## config.mk

```make
export PLATFORM = sky130hd
export DESIGN_NAME = low_freq_counter_bin
export DESIGN_NICKNAME = d
export VERILOG_FILES = /design/src/rtl/low_freq_counter_bin.sv
export SDC_FILE = /design/constraint.sdc
export NUM_CORES = 1
export LEC_CHECK = 0
export BUFFER_PORTS_ARGS = -buffer_cell sky130_fd_sc_hd__buf_2
export CAP_MARGIN = 20
export CORE_UTILIZATION = 55
export CTS_BUF_LIST = sky130_fd_sc_hd__clkbuf_4 sky130_fd_sc_hd__clkbuf_8 sky130_fd_sc_hd__clkbuf_16
export CTS_CLUSTER_SIZE = 30
export DETAILED_ROUTE_END_ITERATION = 10
export PLACE_DENSITY = 0.72
export SLEW_MARGIN = 20
export SYNTH_ARGS = -nofsm -noshare
export SYNTH_HDL_FRONTEND = slang
export SYNTH_SLANG_ARGS = --single-unit
```

## constraint.sdc

```tcl
create_clock -name i_clk -period 7.47 [get_ports i_clk]
set_clock_uncertainty 0.1 [all_clocks]
set_input_delay 0.3735 -clock i_clk [delete_from_list [all_inputs] [get_ports i_clk]]
set_output_delay 0.3735 -clock i_clk [all_outputs]
set_load 0.02 [all_outputs]
```

## src/rtl/low_freq_counter_bin.sv

```systemverilog
// -----------------------------------------------------------------------------
// low_freq_counter_bin
// Period-based frequency meter for slow signals (about 1 Hz .. 1 MHz).
// After a start request the block counts system-clock cycles between two
// consecutive rising edges of i_signal, then divides CLK_FREQ*1000 by that
// period with a sequential restoring divider (one quotient bit per clock).
// The result is the measured frequency in millihertz.
//
// Ports:
//   i_clk        system clock, all logic on the rising edge
//   i_rst        synchronous active-high reset
//   i_start      start request, only honoured while o_ready is high
//   i_signal     measured signal, asynchronous to i_clk
//   o_frequency  last measured frequency in mHz (saturates at 0xFFFF_FFFF)
//   o_ready      high while idle and accepting i_start
//   o_done       one-cycle pulse when o_frequency has just been updated
// -----------------------------------------------------------------------------
module low_freq_counter_bin #(
    parameter int unsigned CLK_FREQ = 100_000_000,
    parameter int unsigned DVND_W   = 37
) (
    input  logic        i_clk,
    input  logic        i_rst,
    input  logic        i_start,
    input  logic        i_signal,
    output logic [31:0] o_frequency,
    output logic        o_ready,
    output logic        o_done
);

    // CLK_FREQ*1000 does not fit in 32 bits, so build it in 64 bits first.
    localparam logic [63:0]       DIVIDEND_WIDE = 64'(CLK_FREQ) * 64'd1000;
    localparam logic [DVND_W-1:0] DIVIDEND      = DIVIDEND_WIDE[DVND_W-1:0];
    localparam int                ITER_W        = $clog2(DVND_W + 1);
    localparam logic [ITER_W-1:0] ITER_INIT     = ITER_W'(DVND_W);

    typedef enum logic [2:0] {
        IDLE       = 3'd0,
        WAIT_FIRST = 3'd1,
        COUNT      = 3'd2,
        DIV_INIT   = 3'd3,
        DIV        = 3'd4,
        DONE       = 3'd5
    } state_t;

    state_t              state_r;
    state_t              state_s;
    logic                sync1_r;
    logic                sync2_r;
    logic                dly_r;
    logic                rise_s;
    logic [31:0]         count_r;
    logic [31:0]         period_r;
    logic [DVND_W-1:0]   dvnd_r;
    logic [DVND_W-1:0]   quo_r;
    logic [DVND_W-1:0]   rem_r;
    logic [ITER_W-1:0]   iter_r;
    logic [DVND_W-1:0]   divisor_s;
    logic [DVND_W-1:0]   rem_shift_s;
    logic [DVND_W-1:0]   rem_diff_s;
    logic                ge_s;
    logic [DVND_W-1:0]   rem_step_s;
    logic [DVND_W-1:0]   quo_step_s;
    logic [31:0]         result_s;
    logic [31:0]         freq_r;
    logic                ready_r;
    logic                done_r;

    // Saturating increment for the 32-bit cycle counter.
    function automatic logic [31:0] sat_inc(input logic [31:0] value);
        if (value == 32'hFFFF_FFFF) begin
            return 32'hFFFF_FFFF;
        end else begin
            return value + 32'd1;
        end
    endfunction

    // Clamp a full-width quotient to the 32-bit output range.
    function automatic logic [31:0] sat_quotient(input logic [DVND_W-1:0] quo);
        if (quo[DVND_W-1:32] != '0) begin
            return 32'hFFFF_FFFF;
        end else begin
            return quo[31:0];
        end
    endfunction

    assign rise_s = sync2_r & ~dly_r;

    // Input synchronizer plus delay flop for rising-edge detection.
    always_ff @(posedge i_clk) begin
        if (i_rst) begin
            sync1_r <= 1'b0;
            sync2_r <= 1'b0;
            dly_r   <= 1'b0;
        end else begin
            sync1_r <= i_signal;
            sync2_r <= sync1_r;
            dly_r   <= sync2_r;
        end
    end

    // One restoring-division step. The partial remainder is always below the
    // divisor (< 2^32), so its top bit only matters as a guard: if it were set,
    // the shifted value would certainly exceed the divisor.
    always_comb begin
        divisor_s   = {{(DVND_W-32){1'b0}}, period_r};
        rem_shift_s = {rem_r[DVND_W-2:0], dvnd_r[DVND_W-1]};
        rem_diff_s  = rem_shift_s - divisor_s;
        ge_s        = rem_r[DVND_W-1] | (rem_shift_s >= divisor_s);
        if (ge_s) begin
            rem_step_s = rem_diff_s;
        end else begin
            rem_step_s = rem_shift_s;
        end
        quo_step_s = {quo_r[DVND_W-2:0], ge_s};
        if (period_r == 32'd0) begin
            result_s = 32'hFFFF_FFFF;
        end else begin
            result_s = sat_quotient(quo_step_s);
        end
    end

    // Next-state logic of the measurement sequencer.
    always_comb begin
        state_s = state_r;
        case (state_r)
            IDLE: begin
                if (i_start) begin
                    state_s = WAIT_FIRST;
                end else begin
                    state_s = IDLE;
                end
            end
            WAIT_FIRST: begin
                if (rise_s) begin
                    state_s = COUNT;
                end else begin
                    state_s = WAIT_FIRST;
                end
            end
            COUNT: begin
                if (rise_s) begin
                    state_s = DIV_INIT;
                end else begin
                    state_s = COUNT;
                end
            end
            DIV_INIT: state_s = DIV;
            DIV: begin
                if (iter_r == ITER_W'(1)) begin
                    state_s = DONE;
                end else begin
                    state_s = DIV;
                end
            end
            DONE:    state_s = IDLE;
            default: state_s = IDLE;
        endcase
    end

    // State register, counters, divider datapath and registered outputs.
    // The result is captured on the final divide step so that o_done and the
    // new o_frequency appear together during DONE.
    always_ff @(posedge i_clk) begin
        if (i_rst) begin
            state_r  <= IDLE;
            count_r  <= 32'd0;
            period_r <= 32'd0;
            dvnd_r   <= '0;
            quo_r    <= '0;
            rem_r    <= '0;
            iter_r   <= '0;
            freq_r   <= 32'd0;
            ready_r  <= 1'b1;
            done_r   <= 1'b0;
        end else begin
            state_r <= state_s;
            ready_r <= (state_s == IDLE);
            done_r  <= (state_s == DONE);
            case (state_r)
                WAIT_FIRST: begin
                    if (rise_s) begin
                        count_r <= 32'd0;
                    end
                end
                COUNT: begin
                    count_r <= sat_inc(count_r);
                    if (rise_s) begin
                        period_r <= sat_inc(count_r);
                    end
                end
                DIV_INIT: begin
                    dvnd_r <= DIVIDEND;
                    quo_r  <= '0;
                    rem_r  <= '0;
                    iter_r <= ITER_INIT;
                end
                DIV: begin
                    dvnd_r <= {dvnd_r[DVND_W-2:0], 1'b0};
                    rem_r  <= rem_step_s;
                    quo_r  <= quo_step_s;
                    iter_r <= iter_r - ITER_W'(1);
                    if (state_s == DONE) begin
                        freq_r <= result_s;
                    end
                end
                default: begin
                end
            endcase
        end
    end

    assign o_frequency = freq_r;
    assign o_ready     = ready_r;
    assign o_done      = done_r;

endmodule

```

==> flow_summary.yaml <==
cts:
  clock-sinks: 209
  clockRootBuffer: "clkbuf_16"
  cts_setup_buffers: 0
  cts_buffers: 23
  clkSlewWorstSetupHoldPaths_ps: 60
  clock_latency_ps: 530
  cts_buffer_depth: 3
  htreeDepth: 1
  cts_tree: "done"
global_routing:
  grt.busiest_layer: "met2"
  grt_pass1_wl_microns: 40700
  grt_max_degree: 107
  use_met1: 0.363
  overflow: 0
  grt_pass1_vias: 8228
  antenna_found_initial: 0
  met2_usage: 0.372
  grt_usage: 0.244
  use_met3: 0.0368
worst_setup_path:
  crit_path_start_kind: "flip-flop"
  reg2reg_setup_slack_ps: 4200
  path_max_fanout: 35
  worstSetupEndpointType: "flip-flop"
  worstPathArrival_ps: 3580
  worstPathRequired_ps: 7780
  rr_worst_depth: 12
  reg2reg_from: "period_r[1]"
  r2r_end: "rem_r[35]"
  worstSetupPathType: "flip-flop to flip-flop"
power:
  internal_power_uw: 1910
  power_uw: 2450
  sw_frac_of_total: 0.221
  clkPwrFrac: 0.494
  ir_drop_mv: 0.186
  pwr-share-seq: 0.459
  p_leak_uw: 0.00443
  power.switching_uw: 541
  power_density_mw_per_mm2: 208
  combPwrFrac: 0.047
logic_synthesis:
  yosysWarningCount: 0
  yosysUniqueCellTypes: 80
  synth.area.top_cells: "dfxtp_1, nor2_1, ha_1"
  synth.most_common_cell: "nor2_1"
  yosys.area.top_type: "dfxtp_1"
  ys.flop_type: "dfxtp_1"
  synth_common_cells: "nor2_1, dfxtp_1, a21oi_1, nand2_1, clkbuf_1"
  avgSynthCellArea_sq_um: 8.32
  async_reset_ff_frac: 0
  seq_area_frac_synth: 0.390
  syn_nets: 1329
  ys_ff_latch: 209
  synth-edff-count: 0
  synthesis.area_sq_mm: 0.0107
  synthCells: 1289
  synth_top_area_frac: 0.390
sta:
  fin_ws_ps: 4200
  worst_pin_slew_ps: 962
  relSlewSlack: 0.359
  rsz0062_at_grt: "no"
  hold_viol_final: 0
  setup-violations-final: 0
  finalCritPeriodShare: 0.438
  finalSetupTns_ps: 0
  layout_min_cycle_time_ps: 3270
  fmax_ghz: 0.306
  final_max_slew_viol_count: 0
placed_design:
  pre_cts_slack_ps: 4190
  dp_hpwl_microns: 16000
  place.gp.congestion: 0.895
  dp.cells: 1513
  numPortBuffers: 37
floorplan:
  fp.coreArea_sq_mm: 0.0189
  ios: 38
  die_h_microns: 142
  die_w_microns: 142
  dieArea_sq_mm: 0.0201
  start_util: 0.568
  row_count: 50
layout:
  drive_gt1_frac: 0.125
  nNetsFinal: 1319
  diodes: 0
  syn_to_final_growth_pct: 9.94
  fin_cells: 1555
route:
  wl_microns: 24100
  dr_total_vias: 9050
  viasPerCell: 5.82
  drtIter0Drc: 668
  post-route-drc-count: 0
  wire_per_inst_microns: 15.5
  drt_first_pass_iters: 6
  detail-route-antenna-nets: 0
hold_path:
  min_from: "i_start"
  min_path_cells: 4
  hold_path.class: "input pin to flip-flop"
  min_to: "state_r[0]"
run_status:
  status: "finished, final reports clean"
run:
  cap_violations: 0
==> stage by stage <==
step                      hold slack, ps  instance area (sq um)   util
final                                157                  11800  0.624
after global routing                 212                  11800  0.624
after CTS                            152                  11800  0.624
after detailed placement             340                  11000  0.580
after global placement               325                  11000  0.580
after floorplan                      314                  10700      -
==> critical path, stage by stage, from the launching register on <==
cell and delay, ps:
dfxtp_1 370, inv_1 80, ha_1 310, nor2b_1 160, o211ai_2 200, a31oi_4 130
o211ai_2 160, nand3_2 120, a41o_2 340, a211oi_4 230, buf_4 490, nand2b_4 360
o21ai_2 90
==> how the worst max path moves through the flow <==
stage,startpoint,endpoint,slack [ps],cells after the start
final,period_r[1],rem_r[35],4200,12
after floorplan,period_r[1],rem_r[10],4760,13
after CTS,period_r[1],rem_r[35],4180,12
after detailed placement,period_r[1],rem_r[29],4190,12
after global routing,period_r[1],rem_r[19],4000,12
after global placement,period_r[1],rem_r[25],4260,12
==> what timing repair did <==
| item | in CTS | in global routing |
|---|---|---|
| resized for setup | 0 | 0 |
| hold endpoints to repair | 1 | 0 |
| hold buffers | 1 | 0 |
==> logic make-up (layout without fill, tap and decap cells) <==
| family | count (synthesis) | in the layout | synth area share |
|---|---|---|---|
| AND/OR/NAND/NOR | 477 | 477 | 0.209 |
| flip-flops | 209 | 209 | 0.390 |
| buffers and inverters | 127 | 133 | 0.0525 |
| multiplexers | 29 | 29 | 0.0272 |
| XOR/XNOR | 55 | 55 | 0.0449 |
| adder cells (fa/ha/maj) | 36 | 36 | 0.0427 |
| AO/OA/AOI/OAI | 356 | 356 | 0.234 |
==> registers in the layout, summed over array words and instances, names as in the netlist <==
| signal | cells |
|---|---|
| o_done | 1 |
| dvnd_r | 26 |
| sync1_r | 1 |
| o_ready | 1 |
| state_r | 3 |
| dly_r | 1 |
| iter_r | 6 |
| count_r | 32 |
| o_frequency | 32 |
| rem_r | 37 |
| period_r | 32 |
| quo_r | 36 |
| sync2_r | 1 |
==> metal layers <==
layer  up-vias  share of wire
met5         -              0
met1      4259           0.50
li1       4583              -
met4         0          0.012
met2       179           0.44
met3        29          0.046
==> cell type report <==
type	instances	area, sq um
Clock buffer	29	633
Timing Repair Buffer	49	284
Inverter	43	161
Sequential cell	209	4180
Tap cell	260	325
Multi-Input combinational cell	953	6020
Fill cell	1695	7100
Clock inverter	12	183
==> power groups by stage <==
| stage | combinational [uW] | sequential (uW) | clock (uW) |
|---|---|---|---|
| after floorplan | 92.5 | 1150 | 0 |
| after global placement | 114 | 1150 | 0 |
| after detailed placement | 114 | 1150 | 0 |
| after CTS | 115 | 1120 | 1230 |
| after global routing | 127 | 1120 | 1280 |
| final | 116 | 1120 | 1210 |
==> cell usage in the layout (no fill, tap or decap), types with 13 or more instances in the layout <==
cell       count
o21ai_0       56
nand2_1       78
o21ai_1       28
a21oi_1       77
nand3_1       21
a311oi_2      20
a21o_1        17
buf_2         36
nand2b_1      13
mux2i_1       28
o22ai_1       14
a22oi_1       54
inv_1         43
xor2_1        19
xnor2_1       36
nor2b_1       14
nor3_1        50
clkbuf_16     23
dfxtp_1      209
ha_1          35
nor2_1       225
Note: power is estimated with default switching activity, not from simulation.
